==> src/rtl/aes_key_pkg.sv <==
// Shared types and helpers for the iterative AES key schedule: FSM states,
// NK/NR derivation, xtime and the RotWord macro.
`ifndef AES_KEY_PKG_SV
`define AES_KEY_PKG_SV

`define AES_ROT_WORD(w) {w[23:0], w[31:24]}

package aes_key_pkg;

  typedef enum logic [1:0] {
    ST_IDLE,
    ST_SUB,
    ST_MIX,
    ST_DONE
  } ks_state_e;

  function automatic int nk_of(input int key_w);
    return key_w / 32;
  endfunction

  function automatic int nr_of(input int key_w);
    return (key_w == 256) ? 14 : 10;
  endfunction

  function automatic logic [7:0] xtime(input logic [7:0] b);
    return {b[6:0], 1'b0} ^ (b[7] ? 8'h1b : 8'h00);
  endfunction

endpackage

`endif

==> src/rtl/aes_rk_store.sv <==
// Round-key register file: (NR+1) x 128 entries with valid bits, global clear,
// key load, one write port and a registered read port.
module aes_rk_store
  import aes_key_pkg::*;
#(
  parameter int KEY_W = 128,
  parameter int IDX_W = 4
) (
  input  logic             clk,
  input  logic             reset_n,
  input  logic             wipe,
  input  logic             load,
  input  logic [KEY_W-1:0] key,
  input  logic             we,
  input  logic [IDX_W-1:0] wr_idx,
  input  logic [127:0]     wr_data,
  input  logic [IDX_W-1:0] rd_idx,
  output logic [127:0]     rk_out,
  output logic             rk_hit
);

  localparam int NK = nk_of(KEY_W);
  localparam int NENT = nr_of(KEY_W) + 1;
  localparam logic [IDX_W-1:0] LAST_IDX = IDX_W'(NENT - 1);

  logic [127:0]    mem [NENT];
  logic [NENT-1:0] vld;
  logic            rd_in_range;
  logic            rd_hit;

  // A load or wipe invalidates everything at once, and an entry being written
  // this cycle still reads as its pre-write (unwritten) state.
  assign rd_in_range = (rd_idx <= LAST_IDX);
  assign rd_hit = rd_in_range && vld[rd_idx] && !wipe && !load &&
                  !(we && (wr_idx == rd_idx));

  always_ff @(posedge clk or negedge reset_n) begin
    // NOTE: the entries are reset explicitly because a freshly reset store must
    // read back as all zeros; a plain RAM without reset could not promise that.
    if (!reset_n) begin
      for (int e = 0; e < NENT; e++) mem[e] <= '0;
      vld    <= '0;
      rk_out <= '0;
      rk_hit <= 1'b0;
    end else begin
      if (wipe) begin
        for (int e = 0; e < NENT; e++) mem[e] <= '0;
        vld <= '0;
      end else if (load) begin
        vld    <= '0;
        mem[0] <= key[KEY_W-1 -: 128];
        vld[0] <= 1'b1;
        if (NK == 8) begin
          mem[1] <= key[127:0];
          vld[1] <= 1'b1;
        end
      end else if (we) begin
        mem[wr_idx] <= wr_data;
        vld[wr_idx] <= 1'b1;
      end
      rk_hit <= rd_hit;
      rk_out <= rd_hit ? mem[rd_idx] : '0;
    end
  end

endmodule

==> src/rtl/aes_s4.sv <==
// Four parallel AES S-boxes (SubWord) with one registered pipeline stage.
module aes_s4 (
  input  logic        clk,
  input  logic        reset_n,
  input  logic [31:0] din,
  output logic [31:0] dout
);

  localparam logic [2047:0] SBOX = {
    128'h637c777bf26b6fc53001672bfed7ab76,
    128'hca82c97dfa5947f0add4a2af9ca472c0,
    128'hb7fd9326363ff7cc34a5e5f171d83115,
    128'h04c723c31896059a071280e2eb27b275,
    128'h09832c1a1b6e5aa0523bd6b329e32f84,
    128'h53d100ed20fcb15b6acbbe394a4c58cf,
    128'hd0efaafb434d338545f9027f503c9fa8,
    128'h51a3408f929d38f5bcb6da2110fff3d2,
    128'hcd0c13ec5f974417c4a77e3d645d1973,
    128'h60814fdc222a908846eeb814de5e0bdb,
    128'he0323a0a4906245cc2d3ac629195e479,
    128'he7c8376d8dd54ea96c56f4ea657aae08,
    128'hba78252e1ca6b4c6e8dd741f4bbd8b8a,
    128'h703eb5664803f60e613557b986c11d9e,
    128'he1f8981169d98e949b1e87e9ce5528df,
    128'h8ca1890dbfe6426841992d0fb054bb16
  };

  function automatic logic [7:0] sbox(input logic [7:0] b);
    return SBOX[2047 - 8 * int'(b) -: 8];
  endfunction

  always_ff @(posedge clk or negedge reset_n) begin
    // NOTE: state registers use non-blocking assignments so every flop samples
    // pre-edge values regardless of block ordering.
    if (!reset_n) begin
      dout <= '0;
    end else begin
      dout <= {sbox(din[31:24]), sbox(din[23:16]), sbox(din[15:8]), sbox(din[7:0])};
    end
  end

endmodule

==> src/rtl/aes_key_sched_seq.sv <==
// Iterative AES-128/256 round-key generator sharing one S4 across all steps.
// Define KEY_SCHED_ZEROIZE_EN to add the zeroize input.
module aes_key_sched_seq
  import aes_key_pkg::*;
#(
  parameter int KEY_W = 128,
  parameter int IDX_W = 4
) (
  input  logic             clk,
  input  logic             reset_n,
`ifdef KEY_SCHED_ZEROIZE_EN
  input  logic             zeroize,
`endif
  input  logic [KEY_W-1:0] key_in,
  input  logic             key_valid,
  output logic             key_ready,
  output logic             busy,
  output logic             done,
  input  logic [IDX_W-1:0] rk_idx,
  output logic [127:0]     rk_out,
  output logic             rk_hit
);

  localparam int NK = nk_of(KEY_W);
  localparam int NR = nr_of(KEY_W);

  if (KEY_W != 128 && KEY_W != 256) begin : g_bad_key_w
    $error("aes_key_sched_seq: KEY_W must be 128 or 256");
  end
  if ((1 << IDX_W) <= NR) begin : g_bad_idx_w
    $error("aes_key_sched_seq: IDX_W too narrow to index round NR");
  end

  ks_state_e        state, state_d;
  logic [KEY_W-1:0] win, win_d;
  logic [7:0]       rcon;
  logic [IDX_W-1:0] rk_cnt;
  logic             odd_step;
  logic             rot_step;
  logic             accept;
  logic             mix_step;
  logic             last_step;
  logic             zap;
  logic [31:0]      w_last, s4_in, s4_out, temp;
  logic [31:0]      nw0, nw1, nw2, nw3;
  logic [127:0]     rk_new;

`ifdef KEY_SCHED_ZEROIZE_EN
  assign zap = zeroize;
`else
  assign zap = 1'b0;
`endif

  assign key_ready = (state == ST_IDLE) || (state == ST_DONE);
  assign busy      = (state == ST_SUB) || (state == ST_MIX);
  assign accept    = key_valid && key_ready && !zap;
  assign mix_step  = (state == ST_MIX);
  assign last_step = (rk_cnt == IDX_W'(NR));

  // AES-256 alternates RotWord+Rcon steps with plain SubWord steps.
  assign rot_step = (NK == 4) || !odd_step;
  assign w_last   = win[31:0];
  assign s4_in    = rot_step ? `AES_ROT_WORD(w_last) : w_last;

  aes_s4 u_s4 (
    .clk     (clk),
    .reset_n (reset_n),
    .din     (s4_in),
    .dout    (s4_out)
  );

  assign temp   = s4_out ^ (rot_step ? {rcon, 24'h0} : 32'h0);
  assign nw0    = win[KEY_W-1  -: 32] ^ temp;
  assign nw1    = win[KEY_W-33 -: 32] ^ nw0;
  assign nw2    = win[KEY_W-65 -: 32] ^ nw1;
  assign nw3    = win[KEY_W-97 -: 32] ^ nw2;
  assign rk_new = {nw0, nw1, nw2, nw3};

  if (NK == 4) begin : g_win128
    assign win_d = rk_new;
  end else begin : g_win256
    assign win_d = {win[127:0], rk_new};
  end

  always_comb begin
    // NOTE: next-state gets a default before the case so no path leaves it
    // unassigned, which would otherwise infer a latch.
    state_d = state;
    case (state)
      ST_IDLE, ST_DONE: if (accept) state_d = ST_SUB;
      ST_SUB:           state_d = ST_MIX;
      ST_MIX:           state_d = last_step ? ST_DONE : ST_SUB;
      default:          state_d = ST_IDLE;
    endcase
    if (zap) state_d = ST_IDLE;
  end

  always_ff @(posedge clk or negedge reset_n) begin
    if (!reset_n) begin
      state    <= ST_IDLE;
      win      <= '0;
      rcon     <= 8'h01;
      rk_cnt   <= '0;
      odd_step <= 1'b0;
      done     <= 1'b0;
    end else begin
      state <= state_d;
      done  <= mix_step && last_step && !zap;
      if (zap) begin
        win      <= '0;
        rcon     <= '0;
        rk_cnt   <= '0;
        odd_step <= 1'b0;
      end else if (accept) begin
        win      <= key_in;
        rcon     <= 8'h01;
        rk_cnt   <= IDX_W'(NK / 4);
        odd_step <= 1'b0;
      end else if (mix_step) begin
        win      <= win_d;
        rk_cnt   <= rk_cnt + 1'b1;
        odd_step <= ~odd_step;
        if (rot_step) rcon <= xtime(rcon);
      end
    end
  end

  aes_rk_store #(
    .KEY_W (KEY_W),
    .IDX_W (IDX_W)
  ) u_store (
    .clk     (clk),
    .reset_n (reset_n),
    .wipe    (zap),
    .load    (accept),
    .key     (key_in),
    .we      (mix_step && !zap),
    .wr_idx  (rk_cnt),
    .wr_data (rk_new),
    .rd_idx  (rk_idx),
    .rk_out  (rk_out),
    .rk_hit  (rk_hit)
  );

endmodule
==> config.mk <==
export PLATFORM = sky130hd
export DESIGN_NAME = aes_key_sched_seq
export DESIGN_NICKNAME = d
export VERILOG_FILES = /design/src/rtl/aes_key_pkg.sv /design/src/rtl/aes_rk_store.sv /design/src/rtl/aes_s4.sv /design/src/rtl/aes_key_sched_seq.sv
export SDC_FILE = /design/constraint.sdc
export NUM_CORES = 2
export LEC_CHECK = 0
export ABC_AREA = 1
export BUFFER_PORTS_ARGS = -buffer_cell sky130_fd_sc_hd__buf_4
export CORE_ASPECT_RATIO = 1.4
export CORE_MARGIN = 2
export CORE_UTILIZATION = 50
export DETAILED_ROUTE_END_ITERATION = 10
export PLACE_DENSITY = 0.72
export SYNTH_ARGS = -nofsm -noshare
export SYNTH_HDL_FRONTEND = slang
export SYNTH_SLANG_ARGS = --single-unit
==> constraint.sdc <==
create_clock -name clk -period 2.89 [get_ports clk]
set_input_delay 0 -clock clk [delete_from_list [all_inputs] [get_ports clk]]
set_output_delay 0 -clock clk [all_outputs]
set_load 0.02 [all_outputs]
==> results.tsv <==
metric	value	unit
status	finished clean	
rsz0062_at_grt	false	
clock_latency	0.87	ns
cts_setup_buffers	0	
die_x	358	um
antenna_found_initial	18	
final_util	57.9	%
dp_hpwl	252	mm
crit_path_top_delay_cell	dlygate4sd3_1	
cpPeakStageDelay	0.59	ns
drv_cap	0	
finalWorstSetupSlack	0.0974	ns
crit_type	in2reg	
maxSlewViolCount	0	
crit_top_cell	dlygate4sd3_1	
synthCells	11300	
max_freq	0.358	GHz
grt_max_degree	145	
gp_congestion	1.04	
p_leak	0.0480	uW
track_usage	42.6	%
syn_avg_cell_area	7.77	um^2
drc_errors	0	
die_area	178000	um^2
grt-ovfl-total	0	
finalCritPeriodShare	96.6	%
synthesis.area	87500	um^2
drtIter0Drc	12100	
num_vias	88400	
synth-seq-area-share	49.3	%
yosysUniqueCellTypes	40	
drive_gt1_share	9.30	%
row_count	181	
finalSetupViolCount	0	
skew	0.0664	ns
relSlewSlack	21.5	%
ys_ff_latch	1723	
critPathLaunchType	input port	
arrival	3.58	ns
dieHeight	499	um
clockBufferDepth	3	
cts_sinks	1723	
drtAntennaViolNets	0	
power_density	1180	nW/um^2
path_clk_slew	0.06	ns
synthArstFlopShare	100	%
worstPathCellList	dlygate4sd3_1 > buf_8 > inv_8 > nand2_8 > inv_8 > buf_12 > a22oi_1 > nor3_1 > dlygate4sd3_1 > a21oi_1 > dlygate4sd3_1 > nor2_1	
area_growth	14.8	%
fin_crit	2.79	ns
grt_pass1_vias	86100	
vdd_drop_max	0.893	mV
tightest_slew	1.18	ns
ys.flop_type	dfrtp_1	
grt_pass1_wl	566	mm
dr.pass1.iters	9	
fin_cells	13800	
drt_wl_total	385	mm
worstPathMaxFanout	26	
critPathCaptureType	flop	
finalHoldViolCount	0	
cts-buffers-inserted	169	
h-tree-depth	4	
synth_edf_count	0	
setup_tns	0	ns
worstHoldPathType	in2reg	
drt-wirelength-per-cell	27.9	um
start_util	50.4	%
io_pins	267	
core	174000	um^2
cts-root-buf	clkbuf_16	
whs	0.0451	ns
dp.cells	13300	
pre_cts_ws	0.325	ns
synthesis.nets	11500	
path_delay_family	buffers and inverters	
nNetsFinal	11600	
cts_tree	yes	
synth_warnings	0	
vias_per_cell	6.41	
numPortBuffers	266	
path_buf_inv	7	
cp.required	3.68	ns
[metrics by stage]
stage	power, uW	area, um^2
after floorplan	66100	87500
after global placement	92500	93100
after detailed placement	92700	93100
after CTS	116000	100000
after global routing	123000	100000
final	118000	100000
[sequential cells by signal, indices dropped and copies added (netlist names)]
register,cells
u_store.rk_out,128
rk_cnt,4
rcon,8
u_store.vld,11
u_store.rk_hit,1
win,128
done,1
state,2
u_s4.dout,32
u_store.mem,1408
[path summary, 6_finish.rpt]
check | start | to | slack [ns] | depth (start not counted)
setup / recovery | rk_idx[0] | u_store.rk_out[16]$_DFF_PN0_ | 0.1 | 12
hold / removal | key_in[13] | win[13]$_DFFE_PN0P_ | 0.05 | 4
setup reg to reg | rcon[7]$_DFFE_PN0P_ | u_store.mem[287]$_DFFE_PN0P_ | 0.12 | 11
hold reg to reg | u_store.vld[0]$_DFFE_PN0P_ | u_store.vld[0]$_DFFE_PN0P_ | 0.47 | 2
max in group asynchronous | reset_n | u_store.mem[1237]$_DFFE_PN0P_ | 2.06 | 4
min in group asynchronous | reset_n | u_store.mem[171]$_DFFE_PN0P_ | 0.16 | 3
[cell type report]
class                      instances  area [um^2]
antenna                            9         22.5
inverter                         378         1520
sequential                      1723        43100
tap                             2287         2860
fill                           15600        73200
clock inverter                    49          687
clock buffer                     253         5030
multi-input combinational       8190        38700
timing repair buffer             907         8500
[cell usage in the layout (no fill, tap or decap), types with 15 or more instances in the layout]
master	Yosys	routed
clkbuf_1	464	40
a22oi_1	126	126
clkbuf_8	0	40
a21oi_1	410	410
buf_4	43	641
ha_1	62	62
o21ai_0	1120	1120
o211ai_1	122	122
nor3_1	123	123
xor2_1	25	25
nand3_1	1438	1438
clkinv_2	0	21
a31oi_1	15	15
o221ai_1	397	397
clkbuf_16	0	173
dfrtp_1	1722	1721
inv_1	339	336
nand4_1	21	21
nor2_1	550	550
nand2_1	3683	3680
xnor2_1	28	28
buf_12	0	98
dlygate4sd3_1	0	163
[worst min-delay path: cells and delay by family]
| family | cells | cell delay (ns) |
|---|---|---|
| compound gates | 1 | 0.11 |
| simple gates | 1 | 0.11 |
| buf+inv | 2 | 0.63 |
[where the power goes]
group,internal [uW],switching [uW],leakage (uW)
clock network,12900,10100,0.00280
logic,16500,44500,0.0221
registers,30200,4090,0.0231
total,59600,58700,0.0480
[logic make-up after synthesis]
| group | share of synthesized area [%] |
|---|---|
| DFF | 49.3 |
| AOI/OAI and AO/OA | 15.2 |
| adders and majority gates | 0.887 |
| buffers and inverters | 6.53 |
| xor gates and xnor gates | 0.530 |
| and+or+nand+nor | 27.6 |
[cell usage after synthesis (all sizes together), types with 5 or more instances]
cell	instances	area [um^2]
buf	509	2550
dfrtp	1722	43100
nand2	3690	13900
o21ai	1130	5660
ha	62	776
clkbuf	464	1740
a22oi	126	946
nand4	21	131
o221ai	397	3480
a31oi	15	93.8
o21bai	8	60.1
a21oi	411	2060
nand3	1438	7200
o211ai	122	916
inv	365	1370
xnor2	28	245
xor2	25	219
clkinv	13	48.8
nor3	123	616
nand3b	5	37.5
or2	11	68.8
nor2	562	2190
o22ai	7	43.8
[layer usage]
layer / vias to the layer above / track usage [%] / share of wire [%] / routed length, um
li1: 38000 / - / - / -
met1: 42600 / 53.3 / 36 / 138000
met2: 6272 / 64.1 / 44 / 170000
met3: 1522 / 11.1 / 12 / 44400
met4: 18 / 29.8 / 8.2 / 31700
met5: - / 0 / 0.034 / 131
[what timing repair did]
action | CTS | global route
hold buffers | 164 | 0
hold endpoints to repair | 2021 | 0
endpoints found under the setup margin | 0 | 1
gates resized for setup | 0 | 1
No activity file was read; power rests on OpenSTA's default activity.
